## config.mk

```make
export PLATFORM = sky130hd
export DESIGN_NAME = mult_arbiter_flat
export DESIGN_NICKNAME = d
export VERILOG_FILES = /design/src/rtl/mult_arbiter_pkg.sv /design/src/rtl/mult_arbiter_if.sv /design/src/rtl/mult_arbiter_rr_picker.sv /design/src/rtl/mult_arbiter.sv /design/src/flat_wrapper.sv
export SDC_FILE = /design/constraint.sdc
export NUM_CORES = 1
export LEC_CHECK = 0
export CORE_ASPECT_RATIO = 1.2
export CORE_UTILIZATION = 41
export DETAILED_ROUTE_END_ITERATION = 7
export PLACE_DENSITY = 0.77
export SYNTH_ARGS = -nofsm -noshare
export SYNTH_HDL_FRONTEND = slang
export SYNTH_SLANG_ARGS = --single-unit
```

## constraint.sdc

```tcl
create_clock -name clk_i -period 2.27 [get_ports clk_i]
set_input_delay 0.3405 -clock clk_i [delete_from_list [all_inputs] [get_ports clk_i]]
set_output_delay 0.3405 -clock clk_i [all_outputs]
set_load 0.02 [all_outputs]
```

## src/rtl/mult_arbiter_pkg.sv

```systemverilog
`default_nettype none
// ============================================================================
// Module      : mult_arbiter_pkg
// Description : Shared types and helpers for the multiplier arbiter slice.
// Revision    : 1.0 - initial release
// ============================================================================
package mult_arbiter_pkg;

    // Arbiter sequencing states
    typedef enum logic [2:0] {
        ARB_IDLE  = 3'd0,
        ARB_START = 3'd1,
        ARB_WAIT  = 3'd2,
        ARB_DONE  = 3'd3,
        ARB_DRAIN = 3'd4
    } estado_arb_t;

    // States of the shared shift-add multiplier
    typedef enum logic [1:0] {
        MULT_IDLE = 2'd0,
        MULT_RUN  = 2'd1,
        MULT_FIM  = 2'd2
    } estado_mult_t;

    // Round-robin successor of idx within 0..n-1
    function automatic int unsigned rr_next(input int unsigned idx, input int unsigned n);
        return ((idx + 32'd1) >= n) ? 32'd0 : (idx + 32'd1);
    endfunction

endpackage
`default_nettype wire

```

## src/rtl/mult_arbiter_if.sv

```systemverilog
`default_nettype none
// ============================================================================
// Module      : mult_arbiter_if
// Description : Requester-side bus of the multiplier arbiter (requests,
//               operands, grant, result valid and product).
// Revision    : 1.0 - initial release
// ============================================================================
interface mult_arbiter_if #(
    parameter int N_REQ = 4,
    parameter int W_OP  = 4
);
    logic [N_REQ-1:0]      req_i;
    logic [N_REQ*W_OP-1:0] a_i;
    logic [N_REQ*W_OP-1:0] b_i;
    logic [N_REQ-1:0]      gnt_o;
    logic [N_REQ-1:0]      vld_o;
    logic [2*W_OP-1:0]     y_o;

    // Processing units drive requests and operands
    modport master (
        output req_i, a_i, b_i,
        input  gnt_o, vld_o, y_o
    );

    // Arbiter receives requests and returns grant/result
    modport slave (
        input  req_i, a_i, b_i,
        output gnt_o, vld_o, y_o
    );
endinterface
`default_nettype wire

```

## src/rtl/mult_arbiter_rr_picker.sv

```systemverilog
`default_nettype none
// ============================================================================
// Module      : rr_picker
// Description : Combinational round-robin picker. Scans requests starting at
//               ptr and returns the first hit as one-hot and as an index.
// Revision    : 1.0 - initial release
// ============================================================================
module rr_picker #(
    parameter int N_REQ = 4,
    localparam int PTR_W = (N_REQ > 1) ? $clog2(N_REQ) : 1
) (
    input  wire  [N_REQ-1:0] req_i,
    input  wire  [PTR_W-1:0] ptr_i,
    output logic [N_REQ-1:0] gnt_o,
    output logic [PTR_W-1:0] idx_o
);

    logic             found;
    logic [PTR_W-1:0] pos;

    // Scan ptr, ptr+1, ... wrapping at N_REQ; first requester seen wins
    always_comb begin
        found = 1'b0;
        gnt_o = '0;
        idx_o = '0;
        pos   = '0;
        for (int k = 0; k < N_REQ; k++) begin
            pos = PTR_W'((int'(ptr_i) + k) % N_REQ);
            if (!found && req_i[pos]) begin
                found      = 1'b1;
                gnt_o[pos] = 1'b1;
                idx_o      = pos;
            end
        end
    end

endmodule
`default_nettype wire

```

## src/rtl/mult_arbiter.sv

```systemverilog
`default_nettype none
// ============================================================================
// Module      : mult_arbiter
// Description : Round-robin scheduler sharing one shift-add multiplier among
//               N_REQ requesters. Latches the winner's operands, runs the
//               start/done handshake and returns the product with a one-cycle
//               valid pulse. Performs no arithmetic itself.
// Revision    : 1.0 - initial release
// ============================================================================
module mult_arbiter
    import mult_arbiter_pkg::*;
#(
    parameter int N_REQ = 4,
    parameter int W_OP  = 4
) (
    input  wire                 clk_i,
    input  wire                 rst_i,
    mult_arbiter_if.slave       bus,
    output logic                busy_o,
    output logic                mult_en_o,
    output logic [W_OP-1:0]     mult_a_o,
    output logic [W_OP-1:0]     mult_b_o,
    input  wire  [2*W_OP-1:0]   mult_y_i,
    input  wire                 mult_fim_i
);

    localparam int PTR_W = (N_REQ > 1) ? $clog2(N_REQ) : 1;

    estado_arb_t        state_q;
    logic [PTR_W-1:0]   ptr_q;
    logic [PTR_W-1:0]   ptr_d;
    logic [PTR_W-1:0]   win_idx;
    logic [N_REQ-1:0]   win_oh;
    logic [N_REQ-1:0]   gnt_q;
    logic [N_REQ-1:0]   vld_q;
    logic [W_OP-1:0]    a_q;
    logic [W_OP-1:0]    b_q;
    logic [2*W_OP-1:0]  y_q;
    logic               busy_q;
    logic               en_q;

    logic [W_OP-1:0]    a_arr [N_REQ];
    logic [W_OP-1:0]    b_arr [N_REQ];

    // Split the packed operand buses into per-requester slices
    generate
        for (genvar k = 0; k < N_REQ; k++) begin : g_unpack
            assign a_arr[k] = bus.a_i[k*W_OP +: W_OP];
            assign b_arr[k] = bus.b_i[k*W_OP +: W_OP];
        end
    endgenerate

    rr_picker #(
        .N_REQ (N_REQ)
    ) u_picker (
        .req_i (bus.req_i),
        .ptr_i (ptr_q),
        .gnt_o (win_oh),
        .idx_o (win_idx)
    );

    assign ptr_d = PTR_W'(rr_next(32'(win_idx), N_REQ));

    // Sequencer: grant/latch in IDLE, drive multiplier, deliver result, drain
    always_ff @(posedge clk_i) begin
        if (rst_i) begin
            state_q <= ARB_IDLE;
            ptr_q   <= '0;
            gnt_q   <= '0;
            vld_q   <= '0;
            a_q     <= '0;
            b_q     <= '0;
            y_q     <= '0;
            busy_q  <= 1'b0;
            en_q    <= 1'b0;
        end else begin
            vld_q <= '0;
            case (state_q)
                ARB_IDLE: begin
                    if (|bus.req_i) begin
                        state_q <= ARB_START;
                        gnt_q   <= win_oh;
                        a_q     <= a_arr[win_idx];
                        b_q     <= b_arr[win_idx];
                        ptr_q   <= ptr_d;
                        busy_q  <= 1'b1;
                        en_q    <= 1'b1;
                    end
                end
                // Done flag is not looked at here: a stale level from the
                // previous run must not end this one early
                ARB_START: begin
                    state_q <= ARB_WAIT;
                end
                ARB_WAIT: begin
                    if (mult_fim_i) begin
                        state_q <= ARB_DONE;
                        y_q     <= mult_y_i;
                        vld_q   <= gnt_q;
                        en_q    <= 1'b0;
                    end
                end
                ARB_DONE: begin
                    gnt_q <= '0;
                    if (mult_fim_i) begin
                        state_q <= ARB_DRAIN;
                    end else begin
                        state_q <= ARB_IDLE;
                        busy_q  <= 1'b0;
                    end
                end
                // Hold off new starts until a level-type done flag falls
                ARB_DRAIN: begin
                    if (!mult_fim_i) begin
                        state_q <= ARB_IDLE;
                        busy_q  <= 1'b0;
                    end
                end
                default: begin
                    state_q <= ARB_IDLE;
                    gnt_q   <= '0;
                    busy_q  <= 1'b0;
                    en_q    <= 1'b0;
                end
            endcase
        end
    end

    assign bus.gnt_o = gnt_q;
    assign bus.vld_o = vld_q;
    assign bus.y_o   = y_q;
    assign busy_o    = busy_q;
    assign mult_en_o = en_q;
    assign mult_a_o  = a_q;
    assign mult_b_o  = b_q;

endmodule
`default_nettype wire

```

## src/flat_wrapper.sv

```systemverilog
// flat-port wrapper written by rule: the top's interface ports become plain ports
module mult_arbiter_flat import mult_arbiter_pkg::*;
#(
    parameter int N_REQ = 4,
    parameter int W_OP  = 4
)
  (clk_i, rst_i, busy_o, mult_en_o, mult_a_o, mult_b_o, mult_y_i, mult_fim_i, bus_req_i, bus_a_i, bus_b_i, bus_gnt_o, bus_vld_o, bus_y_o);
  mult_arbiter_if #(.N_REQ(N_REQ), .W_OP(W_OP)) bus_i ();
  input  wire clk_i;
  input  wire rst_i;
  output logic busy_o;
  output logic mult_en_o;
  output logic [W_OP-1:0] mult_a_o;
  output logic [W_OP-1:0] mult_b_o;
  input  wire  [2*W_OP-1:0] mult_y_i;
  input  wire mult_fim_i;
  input wire logic [$bits(bus_i.req_i)-1:0] bus_req_i;
  input wire logic [$bits(bus_i.a_i)-1:0] bus_a_i;
  input wire logic [$bits(bus_i.b_i)-1:0] bus_b_i;
  output wire logic [$bits(bus_i.gnt_o)-1:0] bus_gnt_o;
  output wire logic [$bits(bus_i.vld_o)-1:0] bus_vld_o;
  output wire logic [$bits(bus_i.y_o)-1:0] bus_y_o;
  assign bus_i.req_i = bus_req_i;
  assign bus_i.a_i = bus_a_i;
  assign bus_i.b_i = bus_b_i;
  assign bus_gnt_o = bus_i.gnt_o;
  assign bus_vld_o = bus_i.vld_o;
  assign bus_y_o = bus_i.y_o;
  mult_arbiter #(.N_REQ(N_REQ), .W_OP(W_OP)) u_core (.clk_i(clk_i), .rst_i(rst_i), .bus(bus_i), .busy_o(busy_o), .mult_en_o(mult_en_o), .mult_a_o(mult_a_o), .mult_b_o(mult_b_o), .mult_y_i(mult_y_i), .mult_fim_i(mult_fim_i));
endmodule
```

==> results.sh <==
export IMPL_critical_path_arrival_ps=2320
export IMPL_finClkSkew_ps=10.1
export IMPL_synth_yosys_warnings=0
export IMPL_flow_area_growth_from_synthesis_pct=53.9
export IMPL_syn_inst=232
export IMPL_n_antenna_cell=0
export IMPL_detail_route_drc_violations=0
export IMPL_report_final_hold_viol_count=0
export IMPL_worstMarginPinSlew_ps=453
export IMPL_cts_hold_buffers_added=0
export IMPL_grt_antenna_before_repair=0
export IMPL_post_synth_cell_area_avg_um2=8.86
export IMPL_timing_max_cap_violations=0
export IMPL_groute_usage_overall=0.219
export IMPL_synthDominantCellAreaShare=0.302
export IMPL_p_total_mw=3.60
export IMPL_cts_inserted_buffers=5
export IMPL_reg2reg_slack_ps=110
export IMPL_internal_power_mw=2.18
export IMPL_drt_wl_total_mm=5.53
export IMPL_maxSlewHeadroom=0.694
export IMPL_length_of_the_first_detailed_routing_pass_in_iterations=4
export IMPL_period_minus_slack_ps=2160
export IMPL_ys_top_cells_by_area="sky130_fd_sc_hd__dfxtp_1 (30%), sky130_fd_sc_hd__mux2i_1 (9.7%), sky130_fd_sc_hd__nand2_1 (5.7%)"
export IMPL_post_synth_top_area_cell="sky130_fd_sc_hd__dfxtp_1"
export IMPL_wire_length_of_the_first_global_routing_pass_mm=8.89
export IMPL_power_density_nw_per_um2=1140
export IMPL_timing_critical_path_required_ps=2430
export IMPL_holdPathStages=2
export IMPL_avgViaCountPerCell=5.36
export IMPL_worst_ir_drop_vdd_uv=871
export IMPL_synthTopCellsByCount="sky130_fd_sc_hd__dfxtp_1 (31), sky130_fd_sc_hd__nand2_1 (31), sky130_fd_sc_hd__a21oi_1 (21), sky130_fd_sc_hd__nor2_1 (21), sky130_fd_sc_hd__mux2i_1 (20)"
export IMPL_post_route_worst_setup_slack_ps=111
export IMPL_synth_seq_area_share=0.302
export IMPL_leakagePower_nw=1.24
export IMPL_routabilityCongestion=0.896
export IMPL_setup_viol=0
export IMPL_via_count_of_the_routed_design=2095
export IMPL_clock_insertion_delay_worst_skew_ps=280
export IMPL_power_frac_clock=0.157
export IMPL_min_period_over_period=0.951
export IMPL_yosys_register_bits=31
export IMPL_p_seq_frac=0.223
export IMPL_ys_async_sr_fraction=0
export IMPL_switching_share=0.393
export IMPL_numPortBuffers=72
export IMPL_worst_path_max_fanout=13
export IMPL_placeable_core_region_um2=4700
export IMPL_min_from="u_core.bus.y_o[0]"
export IMPL_num_rows=27
export IMPL_max_freq_mhz=463
export IMPL_r2r_end="u_core.mult_a_o[1]"
export IMPL_routed_wire_length_per_instance_um=14.1
export IMPL_place_ws_ps=-113
export IMPL_netSwitchingPower_mw=1.41
export IMPL_grt_remaining_overflow=0
export IMPL_clock_tree_buffer_depth=2
export IMPL_die_width_um=66.6
export IMPL_cts_root_buffer_cell="sky130_fd_sc_hd__clkbuf_8"
export IMPL_totalNegativeSetupSlack_ps=0
export IMPL_synth_top_flop_cell="sky130_fd_sc_hd__dfxtp_1"
export IMPL_clkSinkCount=31
export IMPL_worst_setup_path_type="flop to flop"
export IMPL_netlist_area_before_placement_um2=2060
export IMPL_drt_first_iter_violations=120
export IMPL_num_io_pins=73
export IMPL_cts_tree="built"
export IMPL_slew_viol_final=0
export IMPL_die_area_um2=5300
export IMPL_post_synth_num_cell_types=50
export IMPL_postLayoutCoreUtil=0.674
export IMPL_total_of_fill_cells_in_the_finished_design=388
export IMPL_timing_hold_worst_endpoint="u_core.bus.y_o[0]"
export IMPL_synth_edf_count=0
export IMPL_result_of_the_run="finished clean"
export IMPL_clk_transition_reported_paths_ps=70
export IMPL_min_delay_path_class="flop to flop"
export IMPL_dpl_hpwl_mm=4.15
export IMPL_worstReg2RegStart="u_core.ptr_q[1]"
export IMPL_cts_max_level=2
export IMPL_floorplan_die_height_um=79.6
export IMPL_number_of_global_route_vias_before_repair=1889
export IMPL_net_count_after_synthesis=286
export IMPL_cp_start_kind="flop"
export IMPL_power_share_combinational=0.620
export IMPL_share_of_final_layout_standard_cells_stronger_than_drive_strength_1=0.204
export IMPL_largest_net_degree_at_the_start_of_global_routing=22
export IMPL_floorplan_initialDensity=0.438
export IMPL_layout_nets=386
export IMPL_rr_worst_depth=10
export IMPL_cp_end_kind="flop"
export IMPL_final_antenna_violating_net_count=0
## timing repair
item	in CTS	in global routing
setup buffers	0	5
resized for setup	0	5
setup endpoints to repair	0	13
## sequential cells by signal (all words and copies together), names as in the netlist
| signal | count |
|---|---|
| u_core.mult_b_o | 4 |
| u_core.state_q | 3 |
| u_core.busy_o | 1 |
| u_core.bus.vld_o | 4 |
| u_core.bus.gnt_o | 4 |
| u_core.ptr_q | 2 |
| u_core.mult_en_o | 1 |
| u_core.bus.y_o | 8 |
| u_core.mult_a_o | 4 |
## power groups by stage
stage | registers, mW | clock network, mW | logic, mW
3_5_place_dp | 0.804 | 0 | 2.04
4_1_cts | 0.799 | 0.577 | 2.05
2_1_floorplan | 0.941 | 0 | 1.29
6_report | 0.802 | 0.564 | 2.23
3_3_place_gp | 0.809 | 0 | 2.01
5_1_grt | 0.822 | 0.609 | 2.38
## layer usage
| layer | up-vias | global-route usage | share of wire |
|---|---|---|---|
| met4 | 0 | 0.0809 | 0.0096 |
| li1 | 1052 | - | - |
| met3 | 4 | 0.0514 | 0.035 |
| met5 | - | 0 | 0 |
| met2 | 57 | 0.371 | 0.54 |
| met1 | 982 | 0.265 | 0.42 |
## worst max-delay path, stage by stage, from the launching register on
cell	delay [ps]
sky130_fd_sc_hd__dfxtp_2	330
sky130_fd_sc_hd__inv_1	100
sky130_fd_sc_hd__ha_4	380
sky130_fd_sc_hd__nor2b_2	220
sky130_fd_sc_hd__o21ai_1	100
sky130_fd_sc_hd__a32oi_2	220
sky130_fd_sc_hd__buf_4	170
sky130_fd_sc_hd__nor2_8	40
sky130_fd_sc_hd__buf_12	170
sky130_fd_sc_hd__mux2i_1	170
sky130_fd_sc_hd__o221ai_1	140
## placed cells by master (no fill, tap or decap), drive strengths merged
master,count
clkinv,1
and3b,2
dfxtp,31
o32ai,1
a221oi,1
a21oi,21
nand2,32
a31o,1
nand3b,2
o221ai,8
ha,7
a211oi,2
nor4,2
clkbuf,6
mux2i,20
buf,34
o211ai,1
mux2,3
nor3b,1
o221a,1
o21ai,13
inv,6
nor2,25
a31oi,3
mux4,1
a221o,4
nand2b,1
nor3,5
a32oi,7
nor2b,1
xnor2,2
o21a,5
nand3,2
bufinv,1
clkdlybuf4s50,72
and2,6
nor4b,1
and2b,1
## cell type report
| cell class | instances | area (um2) | share of cell area |
|---|---|---|---|
| clock buffer | 6 | 82.6 | 0.0261 |
| clock inverter | 2 | 35.0 | 0.0111 |
| inverter | 6 | 22.5 | 0.00712 |
| multi-input combinational | 182 | 1340 | 0.423 |
| sequential | 31 | 626 | 0.198 |
| tap | 58 | 72.6 | 0.0229 |
| timing repair buffer | 106 | 988 | 0.312 |
## cells by family after synthesis
| family | synth area share |
|---|---|
| xor gates and xnor gates | 0.00852 |
| adders and majority gates | 0.0426 |
| buffers and inverters | 0.0615 |
| AOI/OAI and AO/OA | 0.250 |
| muxes | 0.127 |
| DFF | 0.302 |
| and+or+nand+nor | 0.209 |
## through the flow
step / instances / area, um2 / hold WS, ps
final: 391 / 3160 / 452
after global routing: 391 / 3160 / 467
after CTS: 386 / 3100 / 456
after detailed placement: 378 / 2980 / 447
after global placement: 378 / 2980 / 441
after floorplan: 232 / 2070 / 477
## how the worst max path moves through the flow
stage,from,to
after floorplan,u_core.ptr_q[0],u_core.bus.gnt_o[2]
after global placement,bus_req_i[2],u_core.bus.gnt_o[2]
after detailed placement,bus_req_i[2],u_core.mult_b_o[0]
after CTS,u_core.ptr_q[1],u_core.mult_a_o[1]
after global routing,u_core.ptr_q[1],u_core.ptr_q[1]
final,u_core.ptr_q[1],u_core.mult_a_o[1]
(Power assumes the default switching activity.)
